File: src/rtl/traffic_phase_ctrl.sv
// Two-direction intersection phase sequencer with internal 1 s prescaler and pedestrian arbitration.
// Optional night flash mode is enabled by defining TRAFFIC_NIGHT_FLASH_EN.
module traffic_phase_ctrl #(
  parameter int CLK_PER_SEC = 50000000,
  parameter int CNT_WIDTH   = 8,
  parameter int T_GREEN     = 25,
  parameter int T_YELLOW    = 3,
  parameter int T_ALLRED    = 1,
  parameter int T_GREEN_MIN = 5
) (
  input  logic                 clk,
  input  logic                 rst,
  input  logic                 en,
`ifdef TRAFFIC_NIGHT_FLASH_EN
  input  logic                 night,
`endif
  input  logic                 ped_req_ns,
  input  logic                 ped_req_ew,
  output logic [2:0]           light_ns,
  output logic [2:0]           light_ew,
  output logic                 walk_ns,
  output logic                 walk_ew,
  output logic [CNT_WIDTH-1:0] remain,
  output logic [2:0]           phase,
  output logic                 sec_tick
);

  localparam int PW = (CLK_PER_SEC > 1) ? $clog2(CLK_PER_SEC) : 1;
  localparam logic [PW-1:0] PRESC_LAST = PW'(CLK_PER_SEC - 1);
  localparam logic [PW-1:0] PRESC_ONE  = PW'(1);
  localparam logic [CNT_WIDTH-1:0] R_ONE    = CNT_WIDTH'(1);
  localparam logic [CNT_WIDTH-1:0] R_ZERO   = '0;
  localparam logic [CNT_WIDTH-1:0] R_GREEN  = CNT_WIDTH'(T_GREEN);
  localparam logic [CNT_WIDTH-1:0] R_YELLOW = CNT_WIDTH'(T_YELLOW);
  localparam logic [CNT_WIDTH-1:0] R_ALLRED = CNT_WIDTH'(T_ALLRED);
  // remain at or below this value means at least T_GREEN_MIN seconds have elapsed at the tick
  localparam logic [CNT_WIDTH-1:0] R_CUT_AT = CNT_WIDTH'(T_GREEN - T_GREEN_MIN + 1);

  typedef enum logic [2:0] {
    S_IDLE  = 3'd0,
    S_NS_G  = 3'd1,
    S_NS_Y  = 3'd2,
    S_AR_A  = 3'd3,
    S_EW_G  = 3'd4,
    S_EW_Y  = 3'd5,
    S_AR_B  = 3'd6,
    S_FLASH = 3'd7
  } state_e;

  state_e               state_q, state_d;
  logic [PW-1:0]        presc_q, presc_d;
  logic [CNT_WIDTH-1:0] remain_q, remain_d;
  logic                 pend_ns_q, pend_ns_d;
  logic                 pend_ew_q, pend_ew_d;
  logic                 walk_ns_q, walk_ns_d;
  logic                 walk_ew_q, walk_ew_d;
  logic [2:0]           light_ns_q, light_ns_d;
  logic [2:0]           light_ew_q, light_ew_d;
  logic                 sec_tick_q, sec_tick_d;
  logic                 tick, last_sec, green_cut, entry;
`ifdef TRAFFIC_NIGHT_FLASH_EN
  logic                 flash_q, flash_d;
`endif

  always_comb begin
    tick      = (state_q != S_IDLE) && (presc_q == PRESC_LAST);
    last_sec  = tick && (remain_q == R_ONE);
    green_cut = (remain_q <= R_CUT_AT);

    state_d = state_q;
    case (state_q)
      S_IDLE: if (en) state_d = S_AR_B;
      S_NS_G: if (last_sec || (tick && pend_ew_q && green_cut)) state_d = S_NS_Y;
      S_NS_Y: if (last_sec) state_d = S_AR_A;
      S_AR_A: if (last_sec) state_d = S_EW_G;
      S_EW_G: if (last_sec || (tick && pend_ns_q && green_cut)) state_d = S_EW_Y;
      S_EW_Y: if (last_sec) state_d = S_AR_B;
      S_AR_B: if (last_sec) state_d = S_NS_G;
`ifdef TRAFFIC_NIGHT_FLASH_EN
      S_FLASH: if (tick) state_d = S_AR_B;
`endif
      default: state_d = S_IDLE;
    endcase
`ifdef TRAFFIC_NIGHT_FLASH_EN
    if (night && (state_q != S_IDLE)) state_d = S_FLASH;
`endif
    if (!en) state_d = S_IDLE;
    entry = (state_d != state_q);

    if ((state_d == S_IDLE) || entry || tick) presc_d = '0;
    else                                      presc_d = presc_q + PRESC_ONE;

    remain_d = remain_q;
    if (entry) begin
      case (state_d)
        S_NS_G, S_EW_G: remain_d = R_GREEN;
        S_NS_Y, S_EW_Y: remain_d = R_YELLOW;
        S_AR_A, S_AR_B: remain_d = R_ALLRED;
        default:        remain_d = R_ZERO;
      endcase
    end else if (tick && (remain_q != R_ZERO)) begin
      remain_d = remain_q - R_ONE;
    end

    pend_ns_d = pend_ns_q | (ped_req_ns && (state_q != S_IDLE));
    pend_ew_d = pend_ew_q | (ped_req_ew && (state_q != S_IDLE));
    walk_ns_d = walk_ns_q;
    walk_ew_d = walk_ew_q;
    // a request seen in the very cycle the green is entered is granted immediately
    if (entry && (state_d == S_NS_G)) begin
      walk_ns_d = pend_ns_q | ped_req_ns;
      pend_ns_d = 1'b0;
    end else if (state_d != S_NS_G) begin
      walk_ns_d = 1'b0;
    end
    if (entry && (state_d == S_EW_G)) begin
      walk_ew_d = pend_ew_q | ped_req_ew;
      pend_ew_d = 1'b0;
    end else if (state_d != S_EW_G) begin
      walk_ew_d = 1'b0;
    end
    if (state_d == S_IDLE) begin
      pend_ns_d = 1'b0;
      pend_ew_d = 1'b0;
    end

`ifdef TRAFFIC_NIGHT_FLASH_EN
    flash_d = flash_q;
    if (entry && (state_d == S_FLASH))       flash_d = 1'b1;
    else if ((state_q == S_FLASH) && tick)   flash_d = ~flash_q;
    if ((state_q == S_FLASH) || (state_d == S_FLASH)) begin
      pend_ns_d = 1'b0;
      pend_ew_d = 1'b0;
    end
`endif

    sec_tick_d = (state_d != S_IDLE) && (presc_d == PRESC_LAST);

    light_ns_d = 3'b000;
    light_ew_d = 3'b000;
    case (state_d)
      S_NS_G: begin light_ns_d = 3'b001; light_ew_d = 3'b100; end
      S_NS_Y: begin light_ns_d = 3'b010; light_ew_d = 3'b100; end
      S_AR_A, S_AR_B: begin light_ns_d = 3'b100; light_ew_d = 3'b100; end
      S_EW_G: begin light_ns_d = 3'b100; light_ew_d = 3'b001; end
      S_EW_Y: begin light_ns_d = 3'b100; light_ew_d = 3'b010; end
`ifdef TRAFFIC_NIGHT_FLASH_EN
      S_FLASH: begin
        light_ns_d = flash_d ? 3'b010 : 3'b000;
        light_ew_d = flash_d ? 3'b010 : 3'b000;
      end
`endif
      default: begin light_ns_d = 3'b000; light_ew_d = 3'b000; end
    endcase
  end

  always_ff @(posedge clk or posedge rst) begin
    if (rst) begin
      state_q    <= S_IDLE;
      presc_q    <= '0;
      remain_q   <= '0;
      pend_ns_q  <= 1'b0;
      pend_ew_q  <= 1'b0;
      walk_ns_q  <= 1'b0;
      walk_ew_q  <= 1'b0;
      light_ns_q <= 3'b000;
      light_ew_q <= 3'b000;
      sec_tick_q <= 1'b0;
`ifdef TRAFFIC_NIGHT_FLASH_EN
      flash_q    <= 1'b0;
`endif
    end else begin
      state_q    <= state_d;
      presc_q    <= presc_d;
      remain_q   <= remain_d;
      pend_ns_q  <= pend_ns_d;
      pend_ew_q  <= pend_ew_d;
      walk_ns_q  <= walk_ns_d;
      walk_ew_q  <= walk_ew_d;
      light_ns_q <= light_ns_d;
      light_ew_q <= light_ew_d;
      sec_tick_q <= sec_tick_d;
`ifdef TRAFFIC_NIGHT_FLASH_EN
      flash_q    <= flash_d;
`endif
    end
  end

  assign light_ns = light_ns_q;
  assign light_ew = light_ew_q;
  assign walk_ns  = walk_ns_q;
  assign walk_ew  = walk_ew_q;
  assign remain   = remain_q;
  assign phase    = state_q;
  assign sec_tick = sec_tick_q;

endmodule

File: config.mk
export PLATFORM = sky130hd
export DESIGN_NAME = traffic_phase_ctrl
export DESIGN_NICKNAME = d
export VERILOG_FILES = /design/src/rtl/traffic_phase_ctrl.sv
export SDC_FILE = /design/constraint.sdc
export NUM_CORES = 1
export LEC_CHECK = 0
export CAP_MARGIN = 20
export CELL_PAD_IN_SITES_DETAIL_PLACEMENT = 1
export CELL_PAD_IN_SITES_GLOBAL_PLACEMENT = 2
export CORE_UTILIZATION = 36
export DETAILED_ROUTE_END_ITERATION = 10
export DONT_BUFFER_PORTS = 1
export PLACE_DENSITY = 0.87
export SYNTH_ARGS = -nofsm -noshare
export SYNTH_HDL_FRONTEND = slang
export SYNTH_SLANG_ARGS = --single-unit
export TNS_END_PERCENT = 50
File: constraint.sdc
create_clock -name clk -period 2.6 [get_ports clk]
set_clock_uncertainty 0.15 [all_clocks]
set_input_delay 0.39 -clock clk [delete_from_list [all_inputs] [get_ports clk]]
set_output_delay 0.39 -clock clk [all_outputs]
set_load 0.02 [all_outputs]
Yosys cells after proc, flatten, opt, wreduce, memory -nomap -nowiden
Index checks and enable logic that the tools add are counted.
{"block": "op_classes", "magnitude_cmp": 1, "n_eq_ne": 18, "n_bitwise": 4, "n_addsub": 2, "n_reduce_logical": 29, "muxes": 22}
{"op": "== test 26 bit, second input constant", "count": 2}
{"op": "adder 26 x 1 -> 26 bit, second input constant", "count": 1}
{"op": "2-to-1 mux 26 bit", "count": 1}
{"op": "2-to-1 mux 3 bit", "count": 7}
{"op": "case mux 3 bit (7 select lines)", "count": 1}
{"op": "== test 3 bit, second input constant", "count": 6}
{"op": "case mux 3 bit (3 select lines)", "count": 2}
{"op": "2-to-1 mux 8 bit", "count": 2}
{"op": "case mux 5 bit (3 select lines)", "count": 1}
{"op": "== test 3 x 2 -> 1 bit, second input constant", "count": 4}
{"op": "logical AND 1 bit", "count": 12}
{"op": "== test 8 x 1 -> 1 bit, second input constant", "count": 1}
{"op": "<= comparator 8 x 5 -> 1 bit, second input constant", "count": 1}
{"op": "2-to-1 mux 1 bit", "count": 8}
{"op": "nonzero test 8 bit", "count": 1}
{"op": "OR reduction 4 bit", "count": 2}
{"op": "subtractor 8 x 1 -> 8 bit, second input constant", "count": 1}
{"op": "== test 3 x 1 -> 1 bit, second input constant", "count": 2}
{"op": "zero test 3 bit", "count": 2}
{"op": "nonzero test 2 bit", "count": 3}
{"op": "nonzero test 3 bit", "count": 2}
{"op": "OR reduction 2 bit", "count": 3}
{"op": "logical OR 1 bit", "count": 4}
{"op": "OR 1 bit", "count": 4}
{"op": "other kinds (3)", "count": 3}
{"block": "word_totals", "out_inout_bits": 20, "elab_cells": 86, "reg_bits": 48, "input_bits": 5}

Longest topological paths before layout
{"block": "depth", "depth_word": 14, "depth_mapped": 10}

Worst setup path after synthesis
Ideal clock, no wire load.
{"block": "synth_path", "path_type": "register -> register", "startpoint": "register remain_q[1] (netlist: remain[1])", "endpoint": "register remain_q[1] (netlist: remain[1])", "t_arrival_ns": 2.568, "slack_ns": -0.242, "n_path_buf": 0, "stages_incl_launch_ff": 10, "period_less_slack_ns": 2.842, "path_cell_list": "dfrtp_1 > inv_1 > ha_1 > or4b_1 > nor2_1 > nor4_1 > a21o_1 > o211ai_1 > nor2b_4 > o31a_1"}
{"block": "synth_between", "elab_chain_cells": 10}
{"item": "start: declaration", "line_no": "52", "text": "logic [CNT_WIDTH-1:0] remain_q, remain_d;"}
{"item": "start signal: assignment", "line_no": "175", "text": "remain_q <= remain_d;"}
{"item": "<= comparator 8 x 5 -> 1 bit / == test 8 x 1 -> 1 bit (equally long branches)", "line_no": "68, 67"}
{"item": "logical AND 1 bit (on tied branches)", "line_no": "76, 67, 73"}
{"item": "logical OR 1 bit (on tied branches)", "line_no": "76, 73"}
{"item": "2-to-1 mux 3 bit (on tied branches)", "line_no": "76, 73"}
{"item": "case mux 3 bit (7 select lines)", "line_no": "71", "text": "case (state_q)"}
{"item": "2-to-1 mux 3 bit", "line_no": "87", "text": "if (!en) state_d = S_IDLE;"}
{"item": "== test 3 x 2 -> 1 bit (tied with other cells)", "line_no": "95", "text": "case (state_d)"}
{"item": "OR reduction 2 bit", "line_no": "95"}
{"item": "case mux 5 bit (3 select lines)", "line_no": "95"}
{"item": "2-to-1 mux 8 bit", "line_no": "94", "text": "if (entry) begin"}
Several ways; a longest one is shown, not always the timed one. The select of a mux whose other input is x is not followed.
A chain may end at the register's enable or synchronous reset.

Final worst setup path
{"block": "layout_path", "startpoint": "register remain_q[1] (netlist: remain[1])", "endpoint": "register walk_ns_q (netlist: walk_ns)"}
{"block": "layout_between", "elab_chain_cells": 9}
{"item": "<= comparator 8 x 5 -> 1 bit / == test 8 x 1 -> 1 bit (equally long branches)", "line_no": "68, 67"}
{"item": "logical AND 1 bit (on tied branches)", "line_no": "76, 67, 73"}
{"item": "logical OR 1 bit (on tied branches)", "line_no": "76, 73"}
{"item": "2-to-1 mux 3 bit (on tied branches)", "line_no": "76, 73"}
{"item": "case mux 3 bit (7 select lines) *", "line_no": "71"}
{"item": "2-to-1 mux 3 bit *", "line_no": "87"}
{"item": "!= test 3 bit / == test 3 x 1 -> 1 bit (equally long branches)", "line_no": "88, 110"}
{"item": "logical AND 1 bit", "line_no": "110", "text": "if (entry && (state_d == S_NS_G)) begin"}
{"item": "2-to-1 mux 1 bit / nonzero test 2 bit (equally long branches)"}
{"item": "end signal: assignment", "line_no": "178", "text": "walk_ns_q <= walk_ns_d;"}
{"item": "end: declaration", "line_no": "55", "text": "logic walk_ns_q, walk_ns_d;"}
Mark *: on every way between the ends. The rest lies on a longest branch, timed or not.

==> metrics <==
DR iter-0 viols=89; worst slew pin tran=0.5285 ns; Final period util=108.3%; Post-Layout Cell Count=508; synthesized net count=328; first-pass GRT wire length=15060 microns; GRT Residual Overflow=0; synth cell count leaders=nor2_1 (49), dfrtp_1 (48), nand2_1 (23), xnor2_1 (16), xor2_1 (15); Yosys top cell by area=dfrtp_1; CTS clk-pin slew, worst paths=0.10 ns; worst setup margin=-0.2160 ns; fmax=0.3551 GHz; vias in the first global route=3000; Core ar.=7807 sq um; Die X=92.40 microns; Worst IR Drop VDD=0.0002837 V; Worst Path Max Fanout=4; Design Area, Final=4121 sq um; vias post-DR=2851; number of distinct library cells after synthesis=64; failing checks=setup timing; final core occ=52.79%; top_reg_cell synth=dfrtp_1; top-count cell post-synth=nor2_1; RSZ-0062 raised after global routing=yes; Switching Fraction=30.58%; GRT met2 Usage=40.56%; sequential power share=44.9%; Clock Sinks=48; initial antenna violation count=0; grt met1 use=27.09%; total CTS buffers=5; sw power=0.5415 mW; Hold Path Depth=1; aggregate routed wire length=9892 microns; deepest clock path buffer count=2; gate count after technology mapping=319; die height=92.40 microns; Clock Power Share=31.8%; hpwl dp=6812 microns; Total Die Area=8537 sq um; Post-Syn Area=2942 sq um; drt drc=0; status=finished, violations left; R2R depth=9; wire per inst=19.47 microns; worst setup path class=register to register; fillcell total=885; Hold Path Class=primary input to register; number of I/O pins=25; Post-Place Cell Area=3625 sq um; worst-skew pair later-pin latency=0.30 ns; setup violators final=13; Hold WS=0.1007 ns; Hold Violations, Final=0; TritonCTS clock tree=yes; port bufs=0; Yosys warnings=0; CTS Root Cell=clkbuf_8; met3 usage=3.777%; Final Critical Period=2.816 ns; Area Overhead vs Synth=40.11%; max-slew violation count=0; share of post-route cells with drive strength above 1=37.68%; #FFs+latches synth=48; busiest grt layer=met2; Gate power share=23.3%; Crit path required time=2.65 ns; top area cells in the synthesized netlist=dfrtp_1 (41%), nor2_1 (6.3%), xnor2_1 (4.8%); Max-slew headroom=64.44%; initial core utilization=37.68%; Final ANT Viol Nets=0; Net count, final=414; syn avg cell area=9.221 sq um; Setup crit end kind=register; max_cap viols=0; Synth top area share=40.83%; Pwr per Cell Area=429.6 nW/um^2; H-Tree Depth=2; startpoint types=register; largest net degree at the start of global routing=28; asr flop ratio synth=100.0%; Pre-antenna DRT Iters=4; RD Place Congestion=0.8439; Post-synth EDFFs=0; endpoint arrival time on the critical path=2.87 ns; Vias/cell=5.612; global-route usage over all layers=22.46%; Pleak=1.748 nW; # rows=32; # diodes=0; register area share after synthesis=40.83%; Placed Cells incl. Taps=485; Int Power=1.229 mW; Design Power=1.771 mW
==> cells in the final DEF (no fill, tap or decap), types with 3 or more instances in the layout <==
cell      instances
a21oi_1           9
buf_4            81
buf_6             4
clkbuf_8          5
dfrtp_1          46
inv_1            11
mux2i_1           3
nand2_1          22
nand2b_1          3
nand3_1          14
nand3b_1          3
nand4_1           9
nor2_1           46
nor3_1            7
nor3_2            4
nor4_1            3
nor4_4            7
o211ai_1          5
o21ai_0           9
o21ai_2           3
or3_1             4
or3_4             3
xnor2_1          16
xor2_1           15
==> power by group through the flow <==
| stage | clock [mW] | sequential (mW) | combinational [mW] |
|---|---|---|---|
| floorplan | 0 | 0.823 | 0.171 |
| global placement | 0 | 0.806 | 0.303 |
| CTS | 0.585 | 0.791 | 0.352 |
| finish | 0.564 | 0.794 | 0.413 |
| detailed placement | 0 | 0.808 | 0.316 |
| global route | 0.603 | 0.796 | 0.437 |
==> critical path, cell delays in order, from the launching register on <==
cell and delay (ns):
dfrtp_2 0.44, inv_4 0.07, ha_4 0.12, or4b_4 0.49, nor2_4 0.18, nand4_1 0.19
a221oi_4 0.38, o211ai_1 0.21, buf_4 0.19, a2111oi_4 0.28
==> per-stage QoR <==
| step | setup slack [ns] | setup TNS (ns) |
|---|---|---|
| floorplan | -0.09472 | -0.1065 |
| global placement | -0.1869 | -0.8006 |
| detailed placement | -0.2534 | -2.339 |
| CTS | -0.1133 | -0.5476 |
| global route | -0.2837 | -2.250 |
| finish | -0.2160 | -1.289 |
==> flip-flops by register name, indices dropped and copies added (netlist names) <==
name       cells
presc_q       26
remain         8
light_ew       3
light_ns       3
phase          3
pend_ew_q      1
pend_ns_q      1
sec_tick       1
walk_ew        1
walk_ns        1
==> kinds of logic after synthesis <==
family,Yosys count,synth area share [%]
AOI/OAI and AO/OA,53,12.85
xor gates and xnor gates,31,9.230
adders and majority gates,4,1.701
buffers and inverters,23,3.743
DFF,48,40.83
muxes,5,2.169
and+or+nand+nor,155,29.48
==> routing by layer <==
layer | vias up | routed length [microns]
met4 | 0 | 201
met2 | 65 | 5368
met1 | 1449 | 4033
li1 | 1317 | -
met5 | - | 0
met3 | 20 | 289
==> repair_timing <==
item | CTS | global route
hold buffers | 1 | 0
pin swaps | 17 | 15
gates resized for setup | 22 | 31
hold endpoints to repair | 21 | 0
buffers inserted | 8 | 6
endpoints found under the setup margin | 19 | 20
gates cloned | 0 | 1
==> cell type report <==
type	instances	area (sq um)	area share, %
flip-flops and latches	48	1204	29.20
repair buffers	88	703.2	17.06
inverters	13	51.30	1.245
multi-input cells	249	1919	46.57
clock buffers	5	68.82	1.670
well taps	102	127.6	3.097
clock inverters	3	47.55	1.154
==> final timing paths <==
path                            start           to  slack (ns)
min in group asynchronous         rst    pend_ew_q        0.43
max in group asynchronous         rst  presc_q[21]        1.34
max reg2reg                 remain[1]      walk_ns       -0.22
max                         remain[1]      walk_ns       -0.22
min                        ped_req_ew      walk_ew        0.10
min reg2reg                presc_q[6]   presc_q[6]        0.43
Note: power is estimated with default switching activity, not from simulation.
